$ cat src/rtl/cmp_sort_pkg.sv
// rtl/cmp_sort_pkg.sv - shared state encoding and pointer sizing for the sort controller
package cmp_sort_pkg;

  typedef enum logic [1:0] {
    ST_LOAD  = 2'd0,
    ST_SORT  = 2'd1,
    ST_DRAIN = 2'd2
  } state_e;

  // Pointer width for a buffer of `depth` entries; never narrower than one bit.
  function automatic int ptr_width(input int depth);
    return (depth <= 2) ? 1 : $clog2(depth);
  endfunction

endpackage

$ cat src/rtl/cmp_sort_ctrl_cmp_signed.sv
// rtl/cmp_sort_ctrl_cmp_signed.sv - combinational two's-complement magnitude comparator
module cmp_signed #(
  parameter int WIDTH = 4
) (
  input  logic [WIDTH-1:0] a_i,
  input  logic [WIDTH-1:0] b_i,
  output logic             gt_o,
  output logic             eq_o,
  output logic             lt_o
);

  // Differing sign bits settle the order; otherwise the low bits compare unsigned.
  always_comb begin
    gt_o = 1'b0;
    eq_o = 1'b0;
    lt_o = 1'b0;
    if (a_i[WIDTH-1] != b_i[WIDTH-1]) begin
      lt_o = a_i[WIDTH-1];
      gt_o = b_i[WIDTH-1];
    end else if (a_i[WIDTH-2:0] > b_i[WIDTH-2:0]) begin
      gt_o = 1'b1;
    end else if (a_i[WIDTH-2:0] < b_i[WIDTH-2:0]) begin
      lt_o = 1'b1;
    end else begin
      eq_o = 1'b1;
    end
  end

endmodule

$ cat src/rtl/cmp_sort_ctrl.sv
// rtl/cmp_sort_ctrl.sv - load / bubble-sort / drain controller around one shared comparator
module cmp_sort_ctrl
  import cmp_sort_pkg::*;
#(
  parameter int WIDTH = 4,
  parameter int DEPTH = 4
) (
  input  logic             clk,
  input  logic             rst_n,
  input  logic             in_valid,
  output logic             in_ready,
  input  logic [WIDTH-1:0] in_data,
  output logic             out_valid,
  input  logic             out_ready,
  output logic [WIDTH-1:0] out_data,
  output logic             out_last,
  output logic             busy
);

  localparam int PW = ptr_width(DEPTH);

  state_e           state_q;
  logic [PW-1:0]    wr_ptr_q;
  logic [PW-1:0]    rd_ptr_q;
  logic [PW-1:0]    idx_q;
  logic [PW-1:0]    pass_q;
  logic             swapped_q;
  logic [WIDTH-1:0] mem_q [DEPTH];

  logic [PW-1:0]    idx_nx;
  logic [WIDTH-1:0] cmp_a;
  logic [WIDTH-1:0] cmp_b;
  logic             cmp_gt;
  logic             cmp_eq;
  logic             cmp_lt;
  logic             do_swap;
  logic             pass_swapped;

  assign idx_nx = idx_q + PW'(1);
  assign cmp_a  = mem_q[idx_q];
  assign cmp_b  = mem_q[idx_nx];

  cmp_signed #(.WIDTH(WIDTH)) u_cmp (
    .a_i  (cmp_a),
    .b_i  (cmp_b),
    .gt_o (cmp_gt),
    .eq_o (cmp_eq),
    .lt_o (cmp_lt)
  );

  // Swap only on a strict greater-than so equal keys keep their order.
  assign do_swap      = cmp_gt && !(cmp_eq || cmp_lt);
  // Includes the swap made on the last compare of the pass, which the register has not seen yet.
  assign pass_swapped = swapped_q || do_swap;

  // Stream-side outputs are pure decodes of the registered state and pointers.
  assign in_ready  = (state_q == ST_LOAD);
  assign busy      = (state_q == ST_SORT);
  assign out_valid = (state_q == ST_DRAIN);
  assign out_data  = (state_q == ST_DRAIN) ? mem_q[rd_ptr_q] : '0;
  assign out_last  = (state_q == ST_DRAIN) && (rd_ptr_q == PW'(DEPTH - 1));

  // Controller FSM: capture DEPTH words, bubble-sort one pair per cycle, then stream out.
  always_ff @(posedge clk or negedge rst_n) begin
    if (!rst_n) begin
      state_q   <= ST_LOAD;
      wr_ptr_q  <= '0;
      rd_ptr_q  <= '0;
      idx_q     <= '0;
      pass_q    <= '0;
      swapped_q <= 1'b0;
      for (int i = 0; i < DEPTH; i++) begin
        mem_q[i] <= '0;
      end
    end else begin
      case (state_q)
        ST_LOAD: begin
          if (in_valid) begin
            mem_q[wr_ptr_q] <= in_data;
            if (wr_ptr_q == PW'(DEPTH - 1)) begin
              wr_ptr_q  <= '0;
              idx_q     <= '0;
              pass_q    <= '0;
              swapped_q <= 1'b0;
              state_q   <= ST_SORT;
            end else begin
              wr_ptr_q <= wr_ptr_q + PW'(1);
            end
          end
        end
        ST_SORT: begin
          if (do_swap) begin
            mem_q[idx_q]  <= cmp_b;
            mem_q[idx_nx] <= cmp_a;
          end
          if (idx_q < PW'(DEPTH - 2)) begin
            idx_q     <= idx_nx;
            swapped_q <= pass_swapped;
          end else if (!pass_swapped || (pass_q == PW'(DEPTH - 2))) begin
            rd_ptr_q  <= '0;
            swapped_q <= 1'b0;
            state_q   <= ST_DRAIN;
          end else begin
            pass_q    <= pass_q + PW'(1);
            idx_q     <= '0;
            swapped_q <= 1'b0;
          end
        end
        ST_DRAIN: begin
          if (out_ready) begin
            if (rd_ptr_q == PW'(DEPTH - 1)) begin
              rd_ptr_q <= '0;
              state_q  <= ST_LOAD;
            end else begin
              rd_ptr_q <= rd_ptr_q + PW'(1);
            end
          end
        end
        default: state_q <= ST_LOAD;
      endcase
    end
  end

endmodule

$ cat config.mk
export PLATFORM = sky130hd
export DESIGN_NAME = cmp_sort_ctrl
export DESIGN_NICKNAME = d
export VERILOG_FILES = /design/src/rtl/cmp_sort_pkg.sv /design/src/rtl/cmp_sort_ctrl_cmp_signed.sv /design/src/rtl/cmp_sort_ctrl.sv
export SDC_FILE = /design/constraint.sdc
export NUM_CORES = 1
export LEC_CHECK = 0
export ABC_AREA = 1
export BUFFER_PORTS_ARGS = -buffer_cell sky130_fd_sc_hd__buf_2
export CORE_MARGIN = 1.5
export CORE_UTILIZATION = 35
export CTS_BUF_LIST = sky130_fd_sc_hd__clkbuf_4
export CTS_CLUSTER_DIAMETER = 120
export DETAILED_ROUTE_END_ITERATION = 12
export PLACE_DENSITY_LB_ADDON = 0.1
export SLEW_MARGIN = 10
export SYNTH_ARGS = -nofsm -noshare
export SYNTH_HDL_FRONTEND = slang
export SYNTH_HIERARCHICAL = 1
export SYNTH_SLANG_ARGS = --single-unit
$ cat constraint.sdc
create_clock -name clk -period 5.6 [get_ports clk]
set_input_delay 0.84 -clock clk [delete_from_list [all_inputs] [get_ports clk]]
set_output_delay 0.84 -clock clk [all_outputs]
set_load 0.005 [all_outputs]
Word-level counts from Yosys, hierarchy flattened
Cells that the tools add are included.
{"block": "word_totals", "inputBits": 8, "word_cells": 118, "regBits": 27, "output_inout_bits": 8}
{"block": "classes", "mux": 55, "order_cmp": 10, "n_eq_ne": 15, "bitwise": 4, "n_reduce_logical": 20, "addsub": 4}
{"op": "16-bit bitwise mux", "n": 3}
{"op": "4-bit 2-to-1 mux", "n": 10}
{"op": "2-bit 2-to-1 mux", "n": 17}
{"op": "16-bit 2-to-1 mux", "n": 2}
{"op": "16-bit case mux with 2 select lines", "n": 1}
{"op": "4-bit binary-select mux with 2-bit select", "n": 3}
{"op": "4-bit demux with 2-bit select", "n": 3}
{"op": "3-bit >= comparator (second input constant)", "n": 4}
{"op": "2-bit NOT with 3-bit output", "n": 4}
{"op": "2-bit case mux with 2 select lines", "n": 3}
{"op": "1-bit 2-to-1 mux", "n": 11}
{"op": "2-bit by 1-bit != test with 1-bit output (second input constant)", "n": 5}
{"op": "3-bit by 1-bit < comparator with 1-bit output (second input constant)", "n": 3}
{"op": "2-bit by 1-bit adder with 2-bit output (second input constant)", "n": 4}
{"op": "2-bit == test (second input constant)", "n": 4}
{"op": "4-bit AND reduction", "n": 2}
{"op": "2-bit != test (second input constant)", "n": 3}
{"op": "2-bit case mux with 3 select lines", "n": 1}
{"op": "3-bit AND reduction", "n": 2}
{"op": "6-bit AND reduction", "n": 1}
{"op": "1-bit logical AND", "n": 5}
{"op": "5-bit AND reduction", "n": 1}
{"op": "2-bit nonzero test", "n": 2}
{"op": "3-bit > comparator", "n": 1}
{"op": "other kinds (10)", "n": 13}

Longest topological paths before layout
{"block": "depth", "depth_word": 18, "mapped_depth": 22, "ltp_nobuf": 20}

Cells and area by module
Netlist, hierarchy kept.
{"mod": "cmp_sort_ctrl", "cells_per_inst": 355, "area_per_inst_um2": 2267.2, "seq_area_each_um2": 675.6, "instances": 1}
{"mod": "cmp_signed", "cells_per_inst": 24, "area_per_inst_um2": 125.1, "seq_area_each_um2": 0.0, "instances": 1}

Worst setup path before layout
Ideal clock, no wire load.
{"block": "synth_timing", "path_type": "register -> register", "from": "reg idx_q[0]", "to": "reg idx_q[1]", "arrival_ns": 2.777, "path_slack_ns": 2.695, "setup_ns": 0.127, "path_stages_with_launch": 22, "cell_sequence": "dfrtp_1 -> buf_2 -> inv_2 -> buf_4 -> ha_1 -> inv_1 -> nand3_1 -> and2_1 -> inv_1 -> ha_1 -> a21oi_1 -> nand2_1 -> nand2_1 -> nor2_1 -> nor2_1 -> nand2_1 -> nand2_1 -> nand2_1 -> nand2_1 -> nand3_1 -> nand2_1 -> o21ai_0"}
{"block": "synth_between", "elab_chain_cells": 17}
{"element": "from (decl)", "line": "cmp_sort_ctrl.sv:25", "text": "logic [PW-1:0] idx_q;"}
{"element": "from (signal assigned)", "line": "cmp_sort_ctrl.sv:97", "text": "idx_q <= idx_nx;"}
{"element": "2-bit by 1-bit adder with 2-bit output (*)", "line": "cmp_sort_ctrl.sv:39", "text": "assign idx_nx = idx_q + PW'(1);"}
{"element": "2-bit NOT with 3-bit output (implied by the code) (*)", "line": "cmp_sort_ctrl.sv:41", "text": "assign cmp_b = mem_q[idx_nx];"}
{"element": "4-bit binary-select mux with 2-bit select (*)", "line": "cmp_sort_ctrl.sv:41"}
{"element": "4-bit 2-to-1 mux (implied by the code) (*) (2 in a row)", "line": "cmp_sort_ctrl.sv:41"}
{"element": "via cmp_b[2]", "line": "cmp_sort_ctrl.sv:32", "text": "logic [WIDTH-1:0] cmp_b;"}
{"element": "3-bit < comparator", "line": "cmp_sort_ctrl_cmp_signed.sv:22", "text": "end else if (a_i[WIDTH-2:0] < b_i[WIDTH-2:0]) begin"}
{"element": "1-bit 2-to-1 mux", "line": "cmp_sort_ctrl_cmp_signed.sv:22"}
{"element": "1-bit 2-to-1 mux (*)", "line": "cmp_sort_ctrl_cmp_signed.sv:20", "text": "end else if (a_i[WIDTH-2:0] > b_i[WIDTH-2:0]) begin"}
{"element": "[1 not listed]"}
{"element": "via cmp_eq", "line": "cmp_sort_ctrl.sv:34", "text": "logic cmp_eq;"}
{"element": "1-bit logical OR (*)", "line": "cmp_sort_ctrl.sv:52", "text": "assign do_swap = cmp_gt && !(cmp_eq || cmp_lt);"}
{"element": "1-bit logical NOT (*)", "line": "cmp_sort_ctrl.sv:52"}
{"element": "1-bit logical AND (*)", "line": "cmp_sort_ctrl.sv:52"}
{"element": "1-bit logical OR (*)", "line": "cmp_sort_ctrl.sv:54", "text": "assign pass_swapped = swapped_q || do_swap;"}
{"element": "1-bit logical NOT (*)", "line": "cmp_sort_ctrl.sv:99", "text": "end else if (!pass_swapped || (pass_q == PW'(DEPTH - 2))) begin"}
{"element": "1-bit logical OR (*)", "line": "cmp_sort_ctrl.sv:99"}
{"element": "3-bit != test (no source line) (*)"}
{"element": "4-bit AND reduction (no source line) (*)"}
Mark *: on every way through the listed nets, which the timed path passes. The rest lies on a longest branch. The select of a mux whose other input is x is not followed.
A chain may end at the register's enable or synchronous reset.

Worst setup path after layout
{"block": "layout_timing", "from": "reg idx_q[0]", "to": "reg pass_q[1]"}
{"block": "layout_between", "elab_chain_cells": 17}
{"element": "2-bit by 1-bit adder with 2-bit output (*)", "line": "cmp_sort_ctrl.sv:39"}
{"element": "2-bit NOT with 3-bit output (implied by the code) (*)", "line": "cmp_sort_ctrl.sv:41"}
{"element": "4-bit binary-select mux with 2-bit select (*)", "line": "cmp_sort_ctrl.sv:41"}
{"element": "4-bit 2-to-1 mux (implied by the code) (*) (2 in a row)", "line": "cmp_sort_ctrl.sv:41"}
{"element": "via cmp_b[2]", "line": "cmp_sort_ctrl.sv:32"}
{"element": "3-bit < comparator", "line": "cmp_sort_ctrl_cmp_signed.sv:22"}
{"element": "1-bit 2-to-1 mux", "line": "cmp_sort_ctrl_cmp_signed.sv:22"}
{"element": "1-bit 2-to-1 mux (*)", "line": "cmp_sort_ctrl_cmp_signed.sv:20"}
{"element": "[1 not listed]"}
{"element": "via cmp_eq", "line": "cmp_sort_ctrl.sv:34"}
{"element": "1-bit logical OR (*)", "line": "cmp_sort_ctrl.sv:52"}
{"element": "1-bit logical NOT (*)", "line": "cmp_sort_ctrl.sv:52"}
{"element": "1-bit logical AND (*)", "line": "cmp_sort_ctrl.sv:52"}
{"element": "1-bit logical OR (*)", "line": "cmp_sort_ctrl.sv:54"}
{"element": "1-bit logical NOT (*)", "line": "cmp_sort_ctrl.sv:99"}
{"element": "1-bit logical OR (*)", "line": "cmp_sort_ctrl.sv:99"}
{"element": "2-bit != test (no source line) (*)"}
{"element": "5-bit AND reduction (no source line) (*)"}
{"element": "to (signal assigned)", "line": "cmp_sort_ctrl.sv:104", "text": "pass_q <= pass_q + PW'(1);"}
{"element": "to (decl)", "line": "cmp_sort_ctrl.sv:26", "text": "logic [PW-1:0] pass_q;"}
Marks and branches as above.

==> results by group <==
Setup path
  • Crit end category: flip-flop
  • WS Path Type: reg -> reg
  • Crit path max fanout: 21
  • Critical Path Start: idx_q[0]$_DFFE_PN0P_
  • CP arrival: 3.82 ns
  • Worst r2r src: idx_q[0]$_DFFE_PN0P_
  • Worst endpoint required time: approximately 5.9 ns
  • Startpoint types: flip-flop

STA
  • Final Cycle Share: 63.6%
  • Setup TNS Final: 0 ns
  • Max Freq: 281 MHz
  • Hold Violations, Final: 0
  • Smallest hold slack: ~0.48 ns
  • Slew Limit Fails: 0
  • Slew @ Worst Pin: about 0.64 ns
  • Final Critical Period: roughly 3.6 ns
  • Setup violators final: 0
  • Max_slew headroom: 57.1%
  • Final clock skew: 0.00925 ns
  • RSZ-0062 raised after global routing: no

CTS
  • TritonCTS clock tree: yes
  • CTS Root Cell: clkbuf_4
  • CTS max path bufs: 2
  • Htree depth: 1
  • Clock Latency Late Sink: between 0.3 and 0.4 ns
  • Hold bufs inserted after CTS: 0
  • CTS buffer count: 3
  • Post-CTS setup buffers: 0
  • CTS Sinks: 27
  • Post-cts repair resize count: 0
  • Clk slew on worst S/H paths: 0.17 ns

Power and ir drop
  • Power, Total: 1810 uW
  • Power per cell area: 707 nW/um^2
  • Combinational cell fraction of total power: 70.7%
  • Switching power: 1070 uW
  • Clk pwr share: 5.3%
  • Worst VDD drop: 0.000211 V
  • Pint: 739 uW
  • Part of the power in registers: 24.0%
  • Sw Share: 59.2%
  • Pleak: 0.00130 uW

Global route
  • Initial antenna violation count: 0
  • Largest net degree at the start of global routing: 29
  • Total congestion overflow: 0
  • First-pass GRT wire length: 12.1 mm
  • Vias in the first global route: 2,325
  • Global Route Usage Sum: about a fifth

Finish
  • # diodes: 0
  • Layout Nets: 415
  • Fill cell count: 712
  • Share of cells above drive strength 1: between 10% and 20%
  • Area grow syn2layout: 6.96%

Logic synthesis
  • Area share of the largest cell type after synthesis: 28.2%
  • Syn Area/Cell: 6.31 sq um
  • Synth area leader: dfrtp_1
  • Top post-synthesis cells by area: dfrtp_1 28%, nand2_1 16%, nand3_1 13%
  • Post-synth cell types: 27
  • Seq/Total Area, Yosys: approximately 28%
  • Post-Synthesis Cells: 379
  • Synth warn: 6
  • Synth Register Bits: 27
  • Mapped Nets: 402
  • Cell area after synthesis: 2390 sq um

Outcome
  • Outcome: completed

Routing
  • Pre-antenna DRT Iters: 5
  • DRC: 0
  • Routed via count: 2,509
  • Vias per inst: 5.36
  • Routed wire length: 7.32 mm
  • Final antenna-violating net count: 0
  • DR iter-0 viols: 230
  • Routed len/inst: ~16 um

Hold path
  • Worst Hold Class: in -> async

Die
  • Row Count: 29
  • Io pins: 16
  • Die Width: 85.7 um
  • Initial Utilization: a little under two fifths
  • Overall die height: 85.7 um
  • Core box area: 6460 sq um
  • Die Area: 7340 sq um

Placed design
  • IO buf count: 15
  • GP Congestion: 0.923
  • Post-detail-place hpwl: 5.54 mm

Run
  • Max_cap viols: 0
## power by group through the flow
stage                     clock [uW]  combinational [uW]  sequential (uW)
after floorplan                    0                1010              362
after CTS                       99.0                1260              432
final                           96.3                1280              435
after detailed placement           0                1250              437
after global routing             105                1460              450
after global placement             0                1260              437
## registers in the layout, summed over array words and instances (netlist names)
signal and cells:
swapped_q 1, mem_q 16, idx_q 2, wr_ptr_q 2, rd_ptr_q 2, state_q 2
pass_q 2
## cells in the mapped netlist
library cell	count
a21oi_1	9
a21oi_2	8
and2_1	8
buf_2	4
buf_4	1
clkbuf_1	2
clkinv_1	1
dfrtp_1	27
ha_1	15
inv_1	28
inv_2	6
nand2_1	105
nand2_2	3
nand2_4	2
nand3_1	64
nand3_2	1
nand3_4	1
nand3b_1	1
nand4_1	1
nor2_1	70
nor2_2	1
nor2_4	1
nor2_8	1
o211ai_1	1
o21ai_0	13
o21ai_1	3
or2_2	2
## worst max-delay path, cell delays in order (launching register included)
cell     delay [ns]
dfrtp_1        0.77
inv_2          0.28
ha_1           0.42
inv_1          0.13
nand3_1        0.19
and2_1         0.22
inv_1          0.05
ha_1           0.25
a21oi_1        0.15
nand2_1        0.10
nand2_1        0.07
nor2_1         0.04
nor2_1         0.14
nand2_1        0.08
nand2_1        0.11
nand2_1        0.08
nand2_1        0.08
nand3_1        0.13
nand2_1        0.10
o21ai_0        0.08
## routing by layer
metal / vias to the layer above / share of wire (%) / global-route usage [%] / wire length (um)
met5: - / 0 / 0 / 0
met4: 0 / 2.6 / 6.74 / 187
met3: 15 / 7.2 / 2.50 / 527
met2: 98 / 42 / 32.0 / 3050
met1: 1153 / 48 / 31.4 / 3550
li1: 1243 / - / - / -
## worst paths after layout
kind                                          to  slack [ns]  cells after the start
hold / removal             pass_q[0]$_DFFE_PN0P_        0.48                      1
hold reg to reg            pass_q[0]$_DFFE_PN0P_        0.52                      2
setup reg to reg           pass_q[1]$_DFFE_PN0P_        2.04                     19
min in group clk           pass_q[0]$_DFFE_PN0P_        0.52                      2
max in group asynchronous   mem_q[5]$_DFFE_PN0P_        4.70                      1
setup / recovery           pass_q[1]$_DFFE_PN0P_        2.04                     19
## stage by stage
step / worst slack (ns) / instances / utilization [%] / instance area [sq um]
after global placement: 2.17 / 464 / 39.2 / 2530
after detailed placement: 2.09 / 464 / 39.2 / 2530
after CTS: 2.06 / 468 / 39.6 / 2560
final: 2.04 / 468 / 39.6 / 2560
after global routing: 1.68 / 468 / 39.6 / 2560
after floorplan: 2.70 / 379 / - / 2390
## placed cells by master (no fill, tap or decap), types with 3 or more instances in the layout
cell type | synthesis | final
a21oi_1 | 9 | 9
nand3_1 | 64 | 64
o21ai_1 | 3 | 3
inv_1 | 28 | 28
and2_1 | 8 | 8
nand2_2 | 3 | 3
buf_2 | 4 | 15
a21oi_2 | 8 | 8
dfrtp_1 | 27 | 27
clkbuf_4 | 0 | 3
ha_1 | 15 | 15
nor2_1 | 70 | 70
o21ai_0 | 13 | 13
inv_2 | 6 | 6
nand2_1 | 105 | 105
## cell families (layout without fill, tap and decap cells)
kind of cell	after synthesis	after routing	share of synthesized area [%]
adder cells (fa/ha/maj)	15	15	7.85
AND/OR/NAND/NOR	261	261	48.5
buffers and inverters	42	54	6.96
flip-flops	27	27	28.2
AO/OA/AOI/OAI	34	34	8.47
## cell type report
| type | instances | area, sq um | area share, % |
|---|---|---|---|
| Multi-Input combinational cell | 310 | 1550 | 60.6 |
| Sequential cell | 27 | 676 | 26.4 |
| Inverter | 35 | 131 | 5.13 |
| Clock buffer | 3 | 22.5 | 0.880 |
| Timing Repair Buffer | 15 | 75.1 | 2.93 |
| Clock inverter | 1 | 7.51 | 0.293 |
| Tap cell | 77 | 96.3 | 3.77 |
Power figures use the tool's default switching activity.
